### src/rtl/spi_slave_gen_if.sv
// Serial-side and memory-side signal bundle for spi_slave_gen; slave modport faces the DUT.
// Signal names follow the slave's external pin names; rx_data is DATA_W+2 wide (command + payload).
interface spi_slave_gen_if #(
  parameter int DATA_W = 8
);
  logic              SS_n;
  logic              MOSI;
  logic              MISO;
  logic              tx_valid;
  logic [DATA_W-1:0] tx_data;
  logic              rx_valid;
  logic [DATA_W+1:0] rx_data;
  logic              busy;
  logic              frame_err;

  modport slave (
    input  SS_n, MOSI, tx_valid, tx_data,
    output MISO, rx_valid, rx_data, busy, frame_err
  );

  modport master (
    output SS_n, MOSI, tx_valid, tx_data,
    input  MISO, rx_valid, rx_data, busy, frame_err
  );
endinterface

### src/rtl/spi_slave_gen.sv
// Clk-sampled SPI slave: 2-bit command + DATA_W payload per frame, rx_valid the cycle after the last bit, read data shifted on MISO.
// No backpressure; SS_n high aborts/ends a frame. Define SPI_SLV_FRAME_ERR_EN for the frame_err abort pulse.
module spi_slave_gen #(
  parameter int DATA_W    = 8,
  parameter bit MSB_FIRST = 1'b1
) (
  input  logic           clk,
  input  logic           rst_n,
  spi_slave_gen_if.slave bus
);
  localparam int FRAME_W = DATA_W + 2;
  localparam int CW      = $clog2(FRAME_W + 1);
  localparam int TW      = $clog2(DATA_W + 1);

  typedef enum logic [2:0] {IDLE, CHK_CMD, WRITE, READ_ADD, READ_DATA} state_t;

  state_t             r_state;
  logic [CW-1:0]      r_cnt;
  logic [FRAME_W-1:0] r_sh;
  logic [FRAME_W-1:0] r_rx_data;
  logic               r_rx_valid;
  logic               r_rd_pend;
  logic               r_miso;
  logic               r_tx_act;
  logic               r_tx_done;
  logic [DATA_W-1:0]  r_tx;
  logic [TW-1:0]      r_tx_cnt;

  logic [CW-1:0]      w_pos;
  logic [FRAME_W-1:0] w_asm;
  logic               w_cap;
  logic               w_last;
  logic               w_win;

  // Command bits always land at the top; only the payload honours LSB-first order.
  assign w_pos  = (MSB_FIRST || (r_cnt < CW'(2))) ? (CW'(FRAME_W - 1) - r_cnt) : (r_cnt - CW'(2));
  assign w_cap  = (r_state != IDLE) && !bus.SS_n && (r_cnt < CW'(FRAME_W));
  assign w_last = (r_cnt == CW'(FRAME_W - 1));
  assign w_win  = (r_state == READ_DATA) && (r_cnt == CW'(FRAME_W)) && !r_tx_done && !r_tx_act;

  always_comb begin
    w_asm = r_sh;
    for (int i = 0; i < FRAME_W; i++) begin
      if (CW'(i) == w_pos) w_asm[i] = bus.MOSI;
    end
  end

  always_ff @(posedge clk or negedge rst_n) begin
    if (!rst_n) begin
      r_state    <= IDLE;
      r_cnt      <= '0;
      r_sh       <= '0;
      r_rx_data  <= '0;
      r_rx_valid <= 1'b0;
      r_rd_pend  <= 1'b0;
      r_miso     <= 1'b0;
      r_tx_act   <= 1'b0;
      r_tx_done  <= 1'b0;
      r_tx       <= '0;
      r_tx_cnt   <= '0;
    end else begin
      r_rx_valid <= 1'b0;
      if (r_state == IDLE || bus.SS_n) begin
        r_cnt     <= '0;
        r_miso    <= 1'b0;
        r_tx_act  <= 1'b0;
        r_tx_done <= 1'b0;
        r_tx_cnt  <= '0;
        r_state   <= (r_state == IDLE && !bus.SS_n) ? CHK_CMD : IDLE;
      end else begin
        if (w_cap) begin
          r_sh  <= w_asm;
          r_cnt <= r_cnt + CW'(1);
          if (r_state == CHK_CMD) begin
            r_state <= !bus.MOSI ? WRITE : (r_rd_pend ? READ_DATA : READ_ADD);
          end
          if (w_last) begin
            r_rx_data  <= w_asm;
            r_rx_valid <= 1'b1;
            if (r_state == READ_ADD)       r_rd_pend <= 1'b1;
            else if (r_state == READ_DATA) r_rd_pend <= 1'b0;
          end
        end
        // One load per READ_DATA frame; the first bit goes out on the load edge.
        if (r_tx_act) begin
          r_tx_cnt <= r_tx_cnt - TW'(1);
          if (r_tx_cnt == TW'(1)) begin
            r_tx_act <= 1'b0;
            r_miso   <= 1'b0;
          end else if (MSB_FIRST) begin
            r_miso <= r_tx[DATA_W-1];
            r_tx   <= r_tx << 1;
          end else begin
            r_miso <= r_tx[0];
            r_tx   <= r_tx >> 1;
          end
        end else if (w_win && bus.tx_valid) begin
          r_tx_act  <= 1'b1;
          r_tx_done <= 1'b1;
          r_tx_cnt  <= TW'(DATA_W);
          r_miso    <= MSB_FIRST ? bus.tx_data[DATA_W-1] : bus.tx_data[0];
          r_tx      <= MSB_FIRST ? (bus.tx_data << 1) : (bus.tx_data >> 1);
        end
      end
    end
  end

`ifdef SPI_SLV_FRAME_ERR_EN
  logic r_frame_err;
  always_ff @(posedge clk or negedge rst_n) begin
    if (!rst_n) r_frame_err <= 1'b0;
    else        r_frame_err <= (r_state != IDLE) && bus.SS_n && (r_cnt < CW'(FRAME_W));
  end
  assign bus.frame_err = r_frame_err;
`else
  assign bus.frame_err = 1'b0;
`endif

  assign bus.MISO     = r_miso;
  assign bus.rx_valid = r_rx_valid;
  assign bus.rx_data  = r_rx_data;
  assign bus.busy     = (r_state != IDLE);
endmodule

### src/flat_wrapper.sv
// flat-port wrapper written by rule: the top's interface ports become plain ports
module spi_slave_gen_flat 
#(
  parameter int DATA_W    = 8,
  parameter bit MSB_FIRST = 1'b1
)
  (clk, rst_n, bus_SS_n, bus_MOSI, bus_tx_valid, bus_tx_data, bus_MISO, bus_rx_valid, bus_rx_data, bus_busy, bus_frame_err);
  spi_slave_gen_if #(.DATA_W(DATA_W)) bus_i ();
  input  logic clk;
  input  logic rst_n;
  input wire logic [$bits(bus_i.SS_n)-1:0] bus_SS_n;
  input wire logic [$bits(bus_i.MOSI)-1:0] bus_MOSI;
  input wire logic [$bits(bus_i.tx_valid)-1:0] bus_tx_valid;
  input wire logic [$bits(bus_i.tx_data)-1:0] bus_tx_data;
  output wire logic [$bits(bus_i.MISO)-1:0] bus_MISO;
  output wire logic [$bits(bus_i.rx_valid)-1:0] bus_rx_valid;
  output wire logic [$bits(bus_i.rx_data)-1:0] bus_rx_data;
  output wire logic [$bits(bus_i.busy)-1:0] bus_busy;
  output wire logic [$bits(bus_i.frame_err)-1:0] bus_frame_err;
  assign bus_i.SS_n = bus_SS_n;
  assign bus_i.MOSI = bus_MOSI;
  assign bus_i.tx_valid = bus_tx_valid;
  assign bus_i.tx_data = bus_tx_data;
  assign bus_MISO = bus_i.MISO;
  assign bus_rx_valid = bus_i.rx_valid;
  assign bus_rx_data = bus_i.rx_data;
  assign bus_busy = bus_i.busy;
  assign bus_frame_err = bus_i.frame_err;
  spi_slave_gen #(.DATA_W(DATA_W), .MSB_FIRST(MSB_FIRST)) u_core (.clk(clk), .rst_n(rst_n), .bus(bus_i));
endmodule
### config.mk
export PLATFORM = sky130hd
export DESIGN_NAME = spi_slave_gen_flat
export DESIGN_NICKNAME = d
export VERILOG_FILES = /design/src/rtl/spi_slave_gen_if.sv /design/src/rtl/spi_slave_gen.sv /design/src/flat_wrapper.sv
export SDC_FILE = /design/constraint.sdc
export NUM_CORES = 1
export LEC_CHECK = 0
export ABC_AREA = 1
export CAP_MARGIN = 15
export CORE_UTILIZATION = 55
export DETAILED_ROUTE_END_ITERATION = 16
export PLACE_DENSITY = 0.78
export REMOVE_ABC_BUFFERS = 1
export SLEW_MARGIN = 10
export SYNTH_ARGS = -nofsm -noshare
export SYNTH_HDL_FRONTEND = slang
export SYNTH_SLANG_ARGS = --single-unit
### constraint.sdc
create_clock -name clk -period 2.09 [get_ports clk]
set_input_delay 0.209 -clock clk [delete_from_list [all_inputs] [get_ports clk]]
set_output_delay 0.209 -clock clk [all_outputs]
set_load 0.05 [all_outputs]
# ---- Word level (Yosys, flattened, before mapping)
# Index checks and enable logic that the tools add are counted.
dict set report classes {
  add_sub_neg 3
  order_cmp 1
  eq_ne 17
  n_mux 40
  bitwise_logic 1
  n_reduce_logical 26
}
# op count
set ops {}
lappend ops {{two-way mux 1 bit} 27}
lappend ops {{two-way mux 8 bit} 3}
lappend ops {{two-way mux 4 bit} 5}
lappend ops {{== test 3 x 4 -> 1 bit (first input constant)} 4}
lappend ops {{two-way mux 3 bit} 5}
lappend ops {{nonzero test 2 bit} 5}
lappend ops {{== test 2 x 4 -> 1 bit (first input constant)} 2}
lappend ops {{== test 4 bit (first input constant)} 2}
lappend ops {{== test 4 bit (second input constant)} 2}
lappend ops {{logical AND 1 bit} 7}
lappend ops {{AND reduction 2 bit} 3}
lappend ops {{AND reduction 3 bit} 2}
lappend ops {{nonzero test 3 bit} 2}
lappend ops {{adder 4 x 1 -> 4 bit (second input constant)} 1}
lappend ops {{== test 1 x 4 -> 1 bit (first input constant)} 1}
lappend ops {{== test 4 x 1 -> 1 bit (second input constant)} 1}
lappend ops {{zero test 4 bit} 1}
lappend ops {{< comparator 4 bit (second input constant)} 1}
lappend ops {{inequality test 2 bit (second input constant)} 2}
lappend ops {{AND reduction 4 bit} 1}
lappend ops {{subtractor 4 x 1 -> 4 bit (second input constant)} 1}
lappend ops {{subtractor 4 bit (first input constant)} 1}
lappend ops {{== test 3 x 1 -> 1 bit (second input constant)} 1}
lappend ops {{== test 3 x 2 -> 1 bit (second input constant)} 1}
lappend ops {{other kinds (5)} 7}
dict set report word_totals {
  reg_bits 44
  input_bits 13
  out_inout_bits 14
  wordCells 99
}

# ---- Depth between registers and ports, before layout
# Gate-level depths: netlist of run 1.
dict set report logic_depth {
  word_depth 8
  ltp_mapped 10
  mapped_depth_nobuf 10
}

# ---- Least setup slack after synthesis of run 1
# No wires, ideal clock.
dict set report synth_path {
  kind {flip-flop to flip-flop}
  startpoint {register u_core.r_cnt[1]}
  endpoint {register u_core.r_sh[0]}
  t_arrival_ps 1518
  slack_ps 446
  stages_incl_launch_ff 9
  path_buffers 1
  period_less_slack_ps 1644
  path_cell_list {dfrtp_1 inv_1 ha_1 buf_2 clkinv_1 nand3_1 nand2_1 nand3_1 o21ai_0}
}
dict set report synth_via {
  elab_chain_cells 3
}
# item line
set synth_rtl {}
lappend synth_rtl {{start, declared} spi_slave_gen.sv:18} ;# logic [CW-1:0] r_cnt;
lappend synth_rtl {{start signal, assigned} spi_slave_gen.sv:73} ;# r_cnt <= r_cnt + CW'(1);
lappend synth_rtl {{subtractor 4 bit or < comparator 4 bit (tied branches)} {spi_slave_gen.sv:36, spi_slave_gen.sv:37}}
lappend synth_rtl {{zero test 4 bit or logical AND 1 bit (tied branches)} {spi_slave_gen.sv:44, spi_slave_gen.sv:37}}
lappend synth_rtl {{two-way mux 1 bit or AND reduction 2 bit (tied branches)} -}
lappend synth_rtl {{end signal, assigned} spi_slave_gen.sv:72} ;# r_sh <= w_asm;
lappend synth_rtl {{end, declared} spi_slave_gen.sv:19} ;# logic [FRAME_W-1:0] r_sh;
# Parallel ways exist; a longest one is shown, timed or not.
# A chain may end at the register's enable or synchronous reset.

# ---- Final worst setup path of run 1
dict set report layout_path {
  startpoint {register u_core.r_state[2]}
  endpoint {output bus_busy}
}
dict set report layout_via {
  elab_chain_cells 1
}
# item line
set layout_rtl {}
lappend layout_rtl {{start, declared} spi_slave_gen.sv:17} ;# state_t r_state;
lappend layout_rtl {{start signal, assigned} spi_slave_gen.sv:69} ;# r_state <= (r_state == IDLE && !bus.SS_n) ? CHK_CMD : IDLE;
lappend layout_rtl {{start signal, assigned} spi_slave_gen.sv:75} ;# r_state <= !bus.MOSI ? WRITE : (r_rd_pend ? READ_DATA : READ_ADD);
lappend layout_rtl {{nonzero test 3 bit} spi_slave_gen.sv:122} ;# assign bus.busy = (r_state != IDLE);
lappend layout_rtl {{end, declared} flat_wrapper.sv:18} ;# output wire logic [$bits(bus_i.busy)-1:0] bus_busy;
# Every way passes these cells.

==> impl_metrics.toml, run 1 <==
[yosys]
synthCells = 294
synth_edf_count = 0
synthFlopType = "dfrtp_1"
async_flop_share = 1.000
ys_types = 29
syn_area_per_cell_um2 = 8.214
syn_area_mm2 = 0.002415
yosysSeqAreaShare = 0.4456
ys_warn_count = 0
synth.ff_latch_count = 43

[drt]
drt_wl_total_um = 4835
final_antenna_net_count = 0
drc = 0
via_per_inst = 5.243
avgRoutedWirePerCell_um = 12.93
dr_total_vias = 1961
first_pass_iters = 4
drt-initial-drc-count = 242

[worst_setup_path]
cp_cell_sequence = "inv_1, nand2_4, clkdlybuf4s50_1"
critPathMaxFanout = 4
rr_startpoint = "u_core.r_cnt[1]$_DFFE_PN0P_"
arrival_ns = 1.69
critPathSlowestCell = "clkdlybuf4s50_1"
max_stage_delay_ns = 0.81
reg2reg_depth = 8
cp.depth = 3
critPathBufInv = 2
reg2reg_slack_ns = 0.42
critPathTopFamily = "buffers and inverters"
required_ns = 1.88
rr_endpoint = "u_core.r_sh[7]$_DFFE_PN0P_"
cp-start-kind = "flop"
crit_start = "u_core.r_state[2]$_DFFE_PN0P_"
critPathKind = "flop to output pin"
end_kind = "output pin"
endpoint = "bus_busy"

[worst_hold_path]
hp-class = "input port to asynchronous set/reset pin"

[clock_network]
cts_tree = "yes"
cts_setup_buffers = 0
numCtsBuffers = 5
ctsHoldBuffers = 1
cts_root_buf = "clkbuf_8"
clock_path_buffers = 2
cts-htree-levels = 2
path_clk_slew_ns = 0.08
cts-resized-gates = 0
clock-sinks = 43
worstSkewPairLatency_ns = 0.30

[timing]
setup_viol = 0
hold_viol_final = 0
finalSetupTns_ns = 0
tightest_slew_ns = 0.4999
grt_setup_unrepaired = "false"
fin_crit_sh = 0.9104
timing.fmax_mhz = 525.6
slew_viol_final = 0
clock_skew_ns = 0.008386
fin_crit_ns = 1.903
slew_headroom = 0.6657

[floorplanning]
dieArea_mm2 = 0.004659
num_rows = 23
start_util = 0.5868
design.portCount = 27
fp.dieH_um = 68.26
die_w_um = 68.26
coreArea_mm2 = 0.004115

[layout]
syn_to_final_growth_pct = 14.46
layout-drive-gt1-share = 0.1204
multiInputGateArea_mm2 = 0.001129
antenna_cells = 0
regArea_mm2 = 0.001076
finalInstanceArea_mm2 = 0.002764
fillCellCount = 358
layout.nets = 345

[run_status]
outcome = "complete, no violations"

[grt]
grt_pass1_vias = 1846
grt_max_degree = 21
track_usage = 0.2363
grt_pass1_wl_um = 8142
grt_overflow_total = 0
grt_antenna_before_repair = 0

[pwr]
total_power_mw = 2.048
powerDensity_mw_per_mm2 = 741.0
ir_drop_uv = 547.4
leakage_nw = 1.411

[placement]
place_congestion = 0.8287
dp.final_hpwl_um = 3414
place_area_mm2 = 0.002670
io_buffers = 25

[run]
maxCapViolations = 0
placed cells by master (no fill, tap or decap), drive strengths merged:
master,instances
inv,31
conb,1
xnor2,2
clkbuf,5
o22ai,3
nand2,105
buf,6
clkdlybuf4s50,24
dlygate4sd3,1
or2,1
dfrtp,43
nand3,50
nand4,8
a21oi,5
ha,9
o21ai,14
clkinv,4
nor2,11
xor2,1
sequential cells by signal (all words and copies together), names as in the netlist:
name	count
u_core.r_cnt	4
u_core.r_tx_act	1
u_core.r_rd_pend	1
u_core.r_sh	10
u_core.r_tx_done	1
u_core.bus.rx_valid	1
u_core.r_tx	7
u_core.r_tx_cnt	4
u_core.bus.MISO	1
u_core.r_state	3
u_core.bus.rx_data	10
layer usage:
| layer | global-route usage | vias to the layer above | share of wire |
|---|---|---|---|
| met5 | 0 | - | 0 |
| met4 | 0.1172 | 0 | 0.014 |
| li1 | - | 1004 | - |
| met2 | 0.3738 | 55 | 0.47 |
| met1 | 0.3079 | 896 | 0.47 |
| met3 | 0.04333 | 6 | 0.050 |
where the power goes:
group	internal, mW	leakage (nW)	total [mW]	switching, mW
logic	0.180	0.775	0.554	0.375
clock network	0.229	0.0477	0.511	0.282
registers	0.930	0.589	0.983	0.0529
logic make-up (layout without fill, tap and decap cells):
family | count (synthesis) | after routing | share of synthesized area
simple gates | 175 | 175 | 0.3565
xor+xnor | 3 | 3 | 0.01088
buf+inv | 41 | 71 | 0.08704
fa+ha+maj | 9 | 9 | 0.04663
flops | 43 | 43 | 0.4456
other cells | 1 | 1 | 0.001553
compound gates | 22 | 22 | 0.05181
per-stage QoR:
stage                     setup WS [ns]  std cells    util  hold slack, ns
after global routing             0.1312        374  0.6716          0.4558
after detailed placement         0.4290        365  0.6488          0.1739
final                            0.1873        374  0.6716          0.4047
after floorplan                  0.4147        285       -        -0.08659
after CTS                        0.1746        374  0.6716          0.3895
after global placement           0.4478        365  0.6488          0.1754
area by class of cell:
cell class,count,share of cell area
inverter,32,0.04346
clock inverter,3,0.005432
sequential,43,0.3893
clock buffer,5,0.02490
tap,50,0.02263
multi-input combinational,210,0.4083
timing repair buffer,31,0.1059
Yosys cell counts (3+ instances only):
cell type,n,area [um^2]
nand2_1,98,367.9
dfrtp_1,43,1076
nand3_1,42,210.2
inv_1,27,101.4
ha_1,9,112.6
nand4_1,8,50.05
o21ai_0,8,40.04
nand3_2,7,70.07
nor2_1,7,26.28
a21oi_1,5,25.02
nand2_4,5,56.30
o21ai_1,5,25.02
buf_6,4,45.04
inv_2,4,15.01
o22ai_1,3,18.77
how the worst min path moves through the flow:
stage,cells after the start,end,start
floorplan,0,u_core.bus.MISO$_DFFE_PN0P_,rst_n
global placement,1,u_core.r_tx_cnt[1]$_DFFE_PN0P_,rst_n
detailed placement,1,u_core.r_tx_cnt[1]$_DFFE_PN0P_,rst_n
CTS,2,u_core.r_tx[3]$_DFFE_PN0P_,rst_n
global route,2,u_core.r_tx_cnt[1]$_DFFE_PN0P_,rst_n
finish,2,u_core.r_tx_cnt[1]$_DFFE_PN0P_,rst_n
Power figures use the tool's default switching activity.
==> run 2: changes to the inputs <==
==> constraint.sdc (replaced) <==
create_clock -name clk -period 2.09 [get_ports clk]
set_input_delay 0.209 -clock clk [delete_from_list [all_inputs] [get_ports clk]]
set_output_delay 0.209 -clock clk [all_outputs]
set_load 0.005 [all_outputs]
==> results of run 2 <==
The final DEF is identical to that of run 1. Status: complete, no violations.
Main changes from that run: setup slack after layout 0.1873 ns -> 0.4163 ns; start point of the critical path u_core.r_state[2]$_DFFE_PN0P_ -> u_core.r_cnt[1]$_DFFE_PN0P_; end point of the critical path bus_busy -> u_core.r_sh[7]$_DFFE_PN0P_; total power 2.048 mW -> 2.014 mW; worst IR drop on VDD 547.4 uV -> 490.1 uV
==> run 3: changes to the inputs <==
--- a/config.mk
+++ b/config.mk
@@ -7,9 +7,9 @@
 export LEC_CHECK = 0
 export ABC_AREA = 1
 export CAP_MARGIN = 15
-export CORE_UTILIZATION = 55
+export CORE_UTILIZATION = 51
 export DETAILED_ROUTE_END_ITERATION = 16
-export PLACE_DENSITY = 0.78
+export PLACE_DENSITY = 0.76
 export REMOVE_ABC_BUFFERS = 1
 export SLEW_MARGIN = 10
 export SYNTH_ARGS = -nofsm -noshare
==> constraint.sdc (replaced) <==
create_clock -name clk -period 1.4 [get_ports clk]
set_input_delay 0.14 -clock clk [delete_from_list [all_inputs] [get_ports clk]]
set_output_delay 0.14 -clock clk [all_outputs]
set_load 0.005 [all_outputs]
==> run 3 against run 2 <==
Compared with the run above:
- the run now ends with negative setup slack left
- critical path depth grew 1
- die area grew 7.6%
- clock skew shrank 0.00099 ns
- final cell count grew 7.5%
- first-iteration DRC count shrank 33%
==> impl_metrics.toml, run 3 (synthesis results as in run 1) <==
[run_status]
outcome = "finished with violations"
violations = "negative setup slack"

[grt]
use_met2 = 0.3611
grt_antenna_before_repair = 0
use_met3 = 0.03134
use_met1 = 0.3060
grt_overflow_total = 0
grt_pass1_wl_um = 8935
grt_max_degree = 44
track_usage = 0.2228
grt-busiest-layer = "met2"
grt_pass1_vias = 2037

[drt]
final_antenna_net_count = 0
avgRoutedWirePerCell_um = 14.00
via_per_inst = 5.408
drc = 0
dr_total_vias = 2174
drt_wl_total_um = 5627
first_pass_iters = 6
drt-initial-drc-count = 163

[timing]
fin_crit_sh = 1.018
hold_viol_final = 0
grt_setup_unrepaired = "true"
setup_viol = 8
slew_viol_final = 0
clock_skew_ns = 0.007400
setup_ws_ns = -0.02453
fin_crit_ns = 1.425
timing.fmax_mhz = 702.0

[worst_setup_path]
critPathMaxFanout = 8
cp-start-kind = "flop"
rr_startpoint = "u_core.r_cnt[1]$_DFFE_PN0P_"
critPathKind = "flop to flop"
arrival_ns = 1.62
reg2reg_depth = 9
reg2reg_slack_ns = -0.02
end_kind = "flop"
rr_endpoint = "u_core.r_tx[7]$_DFFE_PN0P_"
required_ns = 1.60

[clock_network]
clock_path_buffers = 2
cts-htree-levels = 2
cts_tree = "yes"
clock-sinks = 43
worstSkewPairLatency_ns = 0.30
cts_root_buf = "clkbuf_8"
path_clk_slew_ns = 0.08
numCtsBuffers = 5

[floorplanning]
die_w_um = 70.81
start_util = 0.5434
coreArea_mm2 = 0.004444
num_rows = 24
design.portCount = 27
fp.dieH_um = 70.81
dieArea_mm2 = 0.005014

[layout]
finalInstanceArea_mm2 = 0.003232
fillCellCount = 325
syn_to_final_growth_pct = 33.83
final_cells = 402
layout.nets = 371
final_util = 0.7272
layout-drive-gt1-share = 0.2857
final_cell_mix = "82 x nand2_1, 41 x dfrtp_1, 36 x nand3_1"
mostFrequentLayoutCell = "nand2_1"
antenna_cells = 0

[pwr]
total_power_mw = 3.433
leakage_nw = 1.585
ir_drop_uv = 504.3
powerDensity_mw_per_mm2 = 1062

[placement]
place_worst_setup_slack_ns = -0.06033
io_buffers = 25
dp.final_hpwl_um = 3478
place_congestion = 0.7899
place_area_mm2 = 0.002823
dp.cells = 382

[worst_hold_path]
hp-class = "input port to asynchronous set/reset pin"

[run]
maxCapViolations = 0
-- run 3: cell types whose count changed in the layout (fill, tap and decap cells not counted), sizes merged --
cell	delta
nand2	+2
clkbuf	+3
clkdlybuf4s15	+1
buf	+24
clkdlybuf4s50	-1
clkinv	-3
-- run 3: worst max-delay path by stage --
stage | cells past startpoint | start | slack, ns | to
floorplan | 7 | u_core.r_cnt[1]$_DFFE_PN0P_ | -0.28 | u_core.r_sh[0]$_DFFE_PN0P_
global placement | 7 | bus_SS_n | -0.02 | u_core.r_sh[5]$_DFFE_PN0P_
detailed placement | 7 | u_core.r_cnt[2]$_DFFE_PN0P_ | -0.06 | u_core.r_sh[0]$_DFFE_PN0P_
CTS | 9 | u_core.r_cnt[1]$_DFFE_PN0P_ | -0.03 | u_core.r_tx[3]$_DFFE_PN0P_
global route | 9 | u_core.r_cnt[1]$_DFFE_PN0P_ | -0.08 | u_core.r_tx[2]$_DFFE_PN0P_
finish | 9 | u_core.r_cnt[1]$_DFFE_PN0P_ | -0.02 | u_core.r_tx[7]$_DFFE_PN0P_
-- run 3: stage by stage --
step                hold WS [ns]  setup TNS (ns)
global placement          0.1344         -0.1255
CTS                       0.3538         -0.2268
global route              0.3794          -1.414
detailed placement        0.1369          -1.018
floorplan                -0.1556          -3.599
finish                    0.3372         -0.1038
-- run 3: worst max-delay path: stages, from the launching register on --
cell	delay (ns)
dfrtp_1	0.40
buf_6	0.15
ha_4	0.15
nand2_4	0.05
nor2_4	0.09
nand3_4	0.14
nand2_8	0.13
nand2_8	0.09
nand2_2	0.07
nand2_1	0.05
-- run 3: final cells by class --
type	count	area [um^2]	share of cell area
clock buffer	8	100.1	0.03097
inverter	32	126.4	0.03910
multi-input combinational	212	1325	0.4100
sequential	43	1079	0.3337
tap	52	65.06	0.02013
timing repair buffer	55	536.8	0.1661
-- run 3: report_power, final --
| group | leakage, nW | switching [mW] | total, mW | internal, mW |
|---|---|---|---|---|
| Combinational | 0.947 | 0.639 | 1.07 | 0.435 |
| Clock | 0.0515 | 0.429 | 0.880 | 0.451 |
| Sequential | 0.586 | 0.0879 | 1.48 | 1.39 |
| Total | 1.58 | 1.16 | 3.43 | 2.28 |
-- run 3: layer usage --
| metal | vias up | part of all wire |
|---|---|---|
| li1 | 1048 | - |
| met1 | 1072 | 0.45 |
| met2 | 47 | 0.50 |
| met3 | 7 | 0.034 |
| met4 | 0 | 0.013 |
| met5 | - | 0 |
-- run 3: timing repair --
action	4_1_cts	5_1_grt
pin swaps	4	19
resized for setup	13	52
setup buffers	4	5
endpoints found under the setup margin	34	37
gates cloned	1	1
endpoints found under the hold margin	43	0
hold buffers	1	0
